<file path="config.mk">
export PLATFORM = sky130hd
export DESIGN_NAME = serializador
export DESIGN_NICKNAME = d
export VERILOG_FILES = /design/src/rtl/serializador_pkg.sv /design/src/rtl/serializador.sv
export SDC_FILE = /design/constraint.sdc
export NUM_CORES = 1
export LEC_CHECK = 0
export CELL_PAD_IN_SITES_DETAIL_PLACEMENT = 0
export CELL_PAD_IN_SITES_GLOBAL_PLACEMENT = 1
export CORE_MARGIN = 4
export CORE_UTILIZATION = 41
export CTS_CLUSTER_DIAMETER = 150
export CTS_CLUSTER_SIZE = 28
export DETAILED_ROUTE_END_ITERATION = 6
export GPL_TIMING_DRIVEN = 0
export PLACE_DENSITY_LB_ADDON = 0.1
export RECOVER_POWER = 50
export SYNTH_ARGS = -nofsm -noshare
export SYNTH_HDL_FRONTEND = slang
export SYNTH_SLANG_ARGS = --single-unit
</file>
<file path="constraint.sdc">
create_clock -name clk_10KHz -period 4.7 [get_ports clk_10KHz]
set_input_delay 0.94 -clock clk_10KHz [delete_from_list [all_inputs] [get_ports clk_10KHz]]
set_output_delay 0.94 -clock clk_10KHz [all_outputs]
set_load 0.02 [all_outputs]
</file>
<file path="src/rtl/serializador_pkg.sv">
// Shared types and default constants for the byte serializer.
// The state encoding lives here so monitors can decode state_q symbolically.
package serializador_pkg;

  localparam int DATA_W_DEFAULT     = 8;
  localparam int GAP_CYCLES_DEFAULT = 1;
  localparam int MSB_FIRST_DEFAULT  = 1;

  typedef enum logic [2:0] {
    ST_IDLE  = 3'd0,
    ST_REQ   = 3'd1,
    ST_LOAD  = 3'd2,
    ST_SHIFT = 3'd3,
    ST_GAP   = 3'd4
  } state_t;

endpackage

</file>
<file path="src/rtl/serializador.sv">
// Pops one byte from an external queue and shifts it out serially with a bit strobe.
// Optional even-parity trailer bit is enabled with `define PARITY_EN.
module serializador
  import serializador_pkg::*;
#(
  parameter int DATA_W     = DATA_W_DEFAULT,
  parameter int GAP_CYCLES = GAP_CYCLES_DEFAULT,
  parameter int MSB_FIRST  = MSB_FIRST_DEFAULT
) (
  input  logic              clk_10KHz,
  input  logic              reset,
  input  logic [7:0]        len_in,
  input  logic [DATA_W-1:0] q_data_in,
  input  logic              enable_in,
  input  logic              ready_in,
  output logic              dequeue_out,
  output logic              data_out,
  output logic              write_out,
  output logic              busy_out,
  output logic              done_out
);

  localparam int CNT_W = $clog2(DATA_W + 1);
`ifdef PARITY_EN
  localparam int NBITS = DATA_W + 1;
`else
  localparam int NBITS = DATA_W;
`endif
  localparam logic [CNT_W-1:0] LAST_CNT = CNT_W'(NBITS - 1);
  localparam logic [3:0]       GAP_LAST = 4'(GAP_CYCLES - 1);

  state_t            state_q;
  logic [DATA_W-1:0] sh_q;
  logic [CNT_W-1:0]  cnt_q;
  logic [3:0]        gap_q;
  logic              dequeue_q;
  logic              data_q;
  logic              write_q;
  logic              busy_q;
  logic              done_q;
`ifdef PARITY_EN
  logic              par_q;
`endif

  logic              start_d;
  logic              head_bit_d;
  logic [DATA_W-1:0] sh_d;
  logic              load_bit_d;
  logic [DATA_W-1:0] load_sh_d;

  assign start_d = enable_in && ready_in && (len_in != 8'd0);

  // The register always presents the next bit to send at its head.
  always_comb begin
    head_bit_d = 1'b0;
    sh_d       = '0;
    load_bit_d = 1'b0;
    load_sh_d  = '0;
    if (MSB_FIRST != 0) begin
      head_bit_d = sh_q[DATA_W-1];
      sh_d       = sh_q << 1;
      load_bit_d = q_data_in[DATA_W-1];
      load_sh_d  = q_data_in << 1;
    end else begin
      head_bit_d = sh_q[0];
      sh_d       = sh_q >> 1;
      load_bit_d = q_data_in[0];
      load_sh_d  = q_data_in >> 1;
    end
  end

  always_ff @(posedge clk_10KHz or posedge reset) begin
    if (reset) begin
      state_q   <= ST_IDLE;
      sh_q      <= '0;
      cnt_q     <= '0;
      gap_q     <= '0;
      dequeue_q <= 1'b0;
      data_q    <= 1'b0;
      write_q   <= 1'b0;
      busy_q    <= 1'b0;
      done_q    <= 1'b0;
`ifdef PARITY_EN
      par_q     <= 1'b0;
`endif
    end else begin
      dequeue_q <= 1'b0;
      done_q    <= 1'b0;
      unique case (state_q)
        ST_IDLE: begin
          if (start_d) begin
            state_q   <= ST_REQ;
            dequeue_q <= 1'b1;
            busy_q    <= 1'b1;
          end
        end
        ST_REQ: begin
          state_q <= ST_LOAD;
        end
        // Queue head is valid now; first bit goes out registered next cycle.
        ST_LOAD: begin
          state_q <= ST_SHIFT;
          sh_q    <= load_sh_d;
          cnt_q   <= '0;
          write_q <= 1'b1;
          data_q  <= load_bit_d;
`ifdef PARITY_EN
          par_q   <= ^q_data_in;
`endif
        end
        ST_SHIFT: begin
          if (cnt_q == LAST_CNT) begin
            write_q <= 1'b0;
            data_q  <= 1'b0;
            done_q  <= 1'b1;
            gap_q   <= '0;
            if (GAP_CYCLES == 0) begin
              state_q <= ST_IDLE;
              busy_q  <= 1'b0;
            end else begin
              state_q <= ST_GAP;
            end
          end else begin
            cnt_q <= cnt_q + CNT_W'(1);
`ifdef PARITY_EN
            if (cnt_q == CNT_W'(DATA_W - 1)) begin
              data_q <= par_q;
            end else begin
              data_q <= head_bit_d;
              sh_q   <= sh_d;
            end
`else
            data_q <= head_bit_d;
            sh_q   <= sh_d;
`endif
          end
        end
        ST_GAP: begin
          if (gap_q == GAP_LAST) begin
            state_q <= ST_IDLE;
            busy_q  <= 1'b0;
          end else begin
            gap_q <= gap_q + 4'd1;
          end
        end
        default: begin
          state_q <= ST_IDLE;
          busy_q  <= 1'b0;
          write_q <= 1'b0;
          data_q  <= 1'b0;
        end
      endcase
    end
  end

  assign dequeue_out = dequeue_q;
  assign data_out    = data_q;
  assign write_out   = write_q;
  assign busy_out    = busy_q;
  assign done_out    = done_q;

endmodule

</file>
==> summary.md, run 1 <==
| Metric | Value |
|---|---|
| Leak | 0.617 nW |
| Drt first-iter violations | 12 |
| Clk slew on worst S/H paths | 120 ps |
| Worst vdd ir | 0.377 mV |
| Core area | 2570 um2 |
| Overflow after GRT | 0 |
| Initial antenna violation count | 0 |
| Root buf cell | clkbuf_4 |
| Met1 Use GR | 0.152 |
| Post-CTS Resized | 0 |
| Setup Total Neg Slack | 0 ps |
| HP Class | reg -> reg |
| Post-synth EDFFs | 0 |
| Boundary pin count | 25 |
| Largest net degree at the start of global routing | 24 |
| Vias in the first global route | 883 |
| Required time worst endpoint | 3760 ps |
| Flops & latches, synth | 23 |
| CTS Buf Count | 3 |
| Die X | 60.8 um |
| RSZ-0062 raised after global routing | no |
| Routed len/inst | 13.8 um |
| Fin crit period | 2210 ps |
| Final Hold Vio Count | 0 |
| Mapped cell area | 1140 um2 |
| DRC | 1 |
| Final-stage net count | 158 |
| Peak fanout along the critical path | 2 |
| Synth Net Count | 129 |
| Antenna diodes | 0 |
| H-tree depth | 1 |
| Pwr/cell area | 507 nW/um2 |
| Maxcap violations | 0 |
| Max Slew Vio Count | 0 |
| Failing checks | DRC |
| Met3 usage | 0.0468 |
| Status | finished, violations left |
| # rows | 18 |
| Starting Density | 0.445 |
| WP buf/inv | 1 |
| Post-CTS setup repair buffer count | 0 |
| Die ar. | 3700 um2 |
| Startpoint Class | flip-flop |
| Post-synth top flop | dfrtp_1 |
| Sequential share of the synthesized area | 0.503 |
| Final setup margin | 2490 ps |
| Place WS | 2510 ps |
| Gr usage total | 0.134 |
| Chip Height | 60.8 um |
| Post-DRT Antenna Nets | 0 |
| Hold_buf cts | 0 |
| Setup violations, final | 0 |
| Arrival time at the worst endpoint | 1270 ps |
| Worst-Skew Late Latency | 300 ps |
| Setup crit end kind | output pin |
| Slowest stage delay, CP | 600 ps |
| Gpl congestion | 0.734 |
| Core Util, Final | 0.559 |
| Synth async-reset ratio | 1.00 |
| Port Buffers | 24 |
| Met2 Usage GRT | 0.247 |
| Synth cell types | 38 |
| Worst-case clock skew | 2.45 ps |
| CP max stage cell | clkdlybuf4s50_1 |
| DR vias/cell | 5.44 |
| Crit Path Category | reg -> out |
| Cells after Synth | 106 |
| Via count | 892 |
| Final Cycle Share | 0.470 |
| Dpl hpwl | 1700 um |
| Worst-case headroom to the max-slew limit | 0.424 |
| Avg Cell Area, Syn | 10.8 um2 |
| CP delay by family, top | buffers and inverters |
| Ys Warns | 0 |
| Clk buf depth | 2 |
| Most Used Layer, Global Route | met2 |
| Layout cells sized above 1 | 0.112 |
| First drt pass iteration count | 6 |
| Max Fclk | 0.452 GHz |
| CTS tree | done |
| Worst-Margin Slew | 863 ps |
| Area Growth Syn to Fin | 25.6% |
| First-pass GRT wire length | 3750 um |
| CTS sink cnt | 23 |
| Total detailed-routing wirelength | 2260 um |
| Cell Chain, Critical Path | clkdlybuf4s50_1 |
==> synthesized netlist by cell type, types with 2 or more instances <==
cell type  instances  area [um2]
a22o_1             2        17.5
nor2_1             4        15.0
mux2_2             6        67.6
o21bai_1           2        15.0
o22ai_1            2        12.5
dfrtp_1           23         576
a21oi_1           12        60.1
nand2_1            4        15.0
ha_1               3        37.5
or4_1              2        15.0
nand3_1            4        20.0
mux2i_1            5        50.1
o21ai_0            3        15.0
nor4_1             2        12.5
nor3b_1            2        15.0
inv_1              5        18.8
buf_2              3        15.0
a21o_1             2        15.0
==> cell type report <==
cell class,count,area (um2)
fill,239,1130
sequential,23,576
multi-input combinational,73,517
timing repair buffer,24,240
tap,30,37.5
clock buffer,4,26.3
buffer,5,21.3
inverter,5,18.8
==> metrics by stage <==
step                      hold WS [ps]  std cells  area [um2]  power (mW)
final                              487        164        1440       0.728
after global routing               518        164        1440       0.796
after CTS                          496        164        1450       0.744
after detailed placement           471        160        1420       0.652
after global placement             459        160        1420       0.645
after floorplan                    469        106        1140       0.554
==> final timing paths <==
| path | from | endpoint | slack (ps) | cells after the start |
|---|---|---|---|---|
| min in group asynchronous | reset | sh_q[4] | 1240 | 2 |
| setup / recovery | data_out | data_out | 2490 | 1 |
| hold reg to reg | busy_out | busy_out | 490 | 1 |
| setup reg to reg | state_q[2] | sh_q[3] | 2740 | 5 |
| hold / removal | busy_out | busy_out | 490 | 1 |
| max in group asynchronous | reset | state_q[1] | 2940 | 2 |
==> cell usage in the layout, fill, tap and decap left out, drive strengths merged, types with 2 or more instances in the layout <==
cell type,n
dfrtp,23
clkdlybuf4s50,23
a21oi,13
clkbuf,7
mux2,6
mux2i,5
inv,5
nand3,4
nand2,4
nor2,4
o21ai,3
ha,3
buf,2
or4,2
nor3b,2
o21bai,2
o22ai,2
nor4,2
a22o,2
a21o,2
or2,2
or3,2
==> registers in the layout, indices dropped and copies added, names as in the netlist <==
register and flops:
cnt_q 4, write_out 1, busy_out 1, gap_q 4, dequeue_out 1, data_out 1, done_out 1, state_q 3
sh_q 7
==> power breakdown <==
part | switching (mW) | internal (mW)
sequential | 0.0403 | 0.267
clock | 0.0556 | 0.0331
combinational | 0.162 | 0.170
total | 0.258 | 0.470
==> per-layer routing <==
| layer | part of all wire | vias up |
|---|---|---|
| li1 | - | 440 |
| met1 | 0.41 | 427 |
| met2 | 0.50 | 23 |
| met3 | 0.085 | 2 |
| met4 | 0.0080 | 0 |
| met5 | 0 | - |
==> cells by family after synthesis <==
group,synth area share
simple gates,0.160
compound gates,0.159
flops,0.503
mux,0.103
buf+inv,0.0427
fa+ha+maj,0.0328
Power figures use the tool's default switching activity.
==> run 2: changes to the inputs <==
CORE_UTILIZATION = 34   (was 41)
clock period = 1.9 ns   (was 4.7 ns; I/O delays follow)
==> run 2 against run 1 <==
Against the previous run:
- the flow now finishes without violations
- non-clock buffer count unchanged
- clock power grew to 2.6 times the previous value
- wire length rose by 8.1%
- critical path type is now reg -> reg
- largest cell class unchanged
==> summary.md, run 2 (synthesized netlist as in run 1, its figures left out) <==
| Metric | Value |
|---|---|
| Status | finished, final reports clean |
| Psw | 0.665 mW |
| Largest registers | sh_q x7, cnt_q x4, gap_q x4 |
| Most frequent cells in the layout | dfrtp_1, clkdlybuf4s50_1, a21oi_1 |
| DRC | 0 |
| Place WS | 131 ps |
| CP max stage cell | dfrtp_1 |
| Area Growth Syn to Fin | 28.1% |
| Sequential cell area | 576 um2 |
| Worst-case headroom to the max-slew limit | 0.402 |
| Clk buf depth | 2 |
| Final Hold Vio Count | 0 |
| Antenna diodes | 0 |
| Gr usage total | 0.123 |
| # rows | 20 |
| First-pass GRT wire length | 4130 um |
| Max Fclk | 0.563 GHz |
| Combinational share of power | 0.460 |
| Dpl hpwl | 1800 um |
| Post-CTS Resized | 0 |
| CTS tree | done |
| H-tree depth | 1 |
| Post-CTS setup repair buffer count | 0 |
| Root buf cell | clkbuf_4 |
| Largest net degree at the start of global routing | 24 |
| Setup crit end kind | flip-flop |
| Layout cells sized above 1 | 0.134 |
| WP buf/inv | 0 |
| Maxcap violations | 0 |
| DR vias/cell | 5.00 |
| Boundary pin count | 25 |
| HP Class | reg -> reg |
| Overflow after GRT | 0 |
| Chip Height | 66.0 um |
| Die X | 66.0 um |
| RSZ-0062 raised after global routing | no |
| Die ar. | 4360 um2 |
| Filler cells | 320 |
| Multi-input logic area | 519 um2 |
| Via count | 890 |
| Final Cycle Share | 0.935 |
| Slowest stage delay, CP | 440 ps |
| Leak | 0.627 nW |
| Required time worst endpoint | 2120 ps |
| Fin crit period | 1780 ps |
| Design Area, Final | 1470 um2 |
| Port Buffers | 24 |
| Largest register FFs | 7 |
| Worst-case clock skew | 16.9 ps |
| Clock Power Share | 0.125 |
| Total internal power | 1.17 mW |
| Vias in the first global route | 910 |
| CTS Buf Count | 3 |
| Total detailed-routing wirelength | 2440 um |
| Hold_buf cts | 0 |
| Crit Path Category | reg -> reg |
| Net Sw Frac | 0.362 |
| CP delay by family, top | flip-flops |
| Initial antenna violation count | 0 |
| Setup Total Neg Slack | 0 ps |
| Sequential share of power | 0.415 |
| Routed len/inst | 13.7 um |
| Largest Register | sh_q |
| Arrival time at the worst endpoint | 1990 ps |
| First drt pass iteration count | 4 |
| Startpoint Class | flip-flop |
| Worst vdd ir | 0.446 mV |
| CTS sink cnt | 23 |
| Worst-Skew Late Latency | 310 ps |
| Worst-Margin Slew | 896 ps |
| Final setup margin | 123 ps |
| Gpl congestion | 0.813 |
| Cell Chain, Critical Path | ha_1, and3b_1, a21oi_2, mux2_2 |
| Starting Density | 0.366 |
| Pwr/cell area | 1250 nW/um2 |
| Max Slew Vio Count | 0 |
| Core area | 3130 um2 |
| Post-DRT Antenna Nets | 0 |
| Peak fanout along the critical path | 7 |
| Drt first-iter violations | 31 |
| Clk slew on worst S/H paths | 140 ps |
| Dpl cell area | 1440 um2 |
| Final-stage net count | 158 |
| Setup violations, final | 0 |
==> run 2: cell count changes in the layout (fill, tap and decap cells not counted), sizes merged <==
| cell | previous run | this run |
|---|---|---|
| clkbuf | 7 | 5 |
| buf | 2 | 4 |
==> run 2: layer usage <==
| metal | part of all wire | wire (um) | GRT usage |
|---|---|---|---|
| met1 | 0.49 | 1200 | 0.170 |
| met2 | 0.45 | 1110 | 0.195 |
| met3 | 0.045 | 110 | 0.0255 |
| met4 | 0.0086 | 21 | 0.0355 |
| met5 | 0 | 0 | 0 |
==> run 2: power by group through the flow <==
stage	Clock [mW]	Combinational, mW	Sequential (mW)
2_1_floorplan	0	0.576	0.795
3_3_place_gp	0	0.836	0.768
3_5_place_dp	0	0.857	0.774
4_1_cts	0.239	0.857	0.765
5_1_grt	0.274	0.940	0.787
6_report	0.229	0.845	0.762
==> run 2: final timing paths <==
kind / start / to / slack, ps / depth (start not counted)
max: cnt_q[0] / sh_q[2] / 120 / 4
min: write_out / write_out / 490 / 1
max reg2reg: cnt_q[0] / sh_q[2] / 120 / 4
min reg2reg: write_out / write_out / 490 / 1
max in group asynchronous: reset / done_out / 660 / 2
min in group asynchronous: reset / cnt_q[2] / 680 / 2
==> run 2: cell type report <==
class | instances | share of cell area
Buffer | 5 | 0.0205
Clock buffer | 4 | 0.0179
Tap cell | 44 | 0.0376
Sequential cell | 23 | 0.393
Timing Repair Buffer | 24 | 0.164
Multi-Input combinational cell | 73 | 0.354
Inverter | 5 | 0.0128
==> run 2: per-stage QoR <==
| step | hold WS, ps | power, mW | util | std cells |
|---|---|---|---|---|
| 2_1_floorplan | 382 | 1.37 | - | 106 |
| 3_3_place_gp | 460 | 1.60 | 0.460 | 174 |
| 3_5_place_dp | 465 | 1.63 | 0.460 | 174 |
| 4_1_cts | 497 | 1.86 | 0.468 | 178 |
| 5_1_grt | 524 | 2.00 | 0.468 | 178 |
| 6_report | 490 | 1.84 | 0.468 | 178 |
==> run 2: worst register-to-register path: stages, from the launching register on <==
cell and delay (ps):
dfrtp_1 440, ha_1 250, and3b_1 250, a21oi_2 360, mux2_2 380
==> run 3: changes to the inputs <==
SLEW_MARGIN = 10   (was unset)
==> results of run 3 <==
Final layout, timing and power as in run 2 (identical DEF).
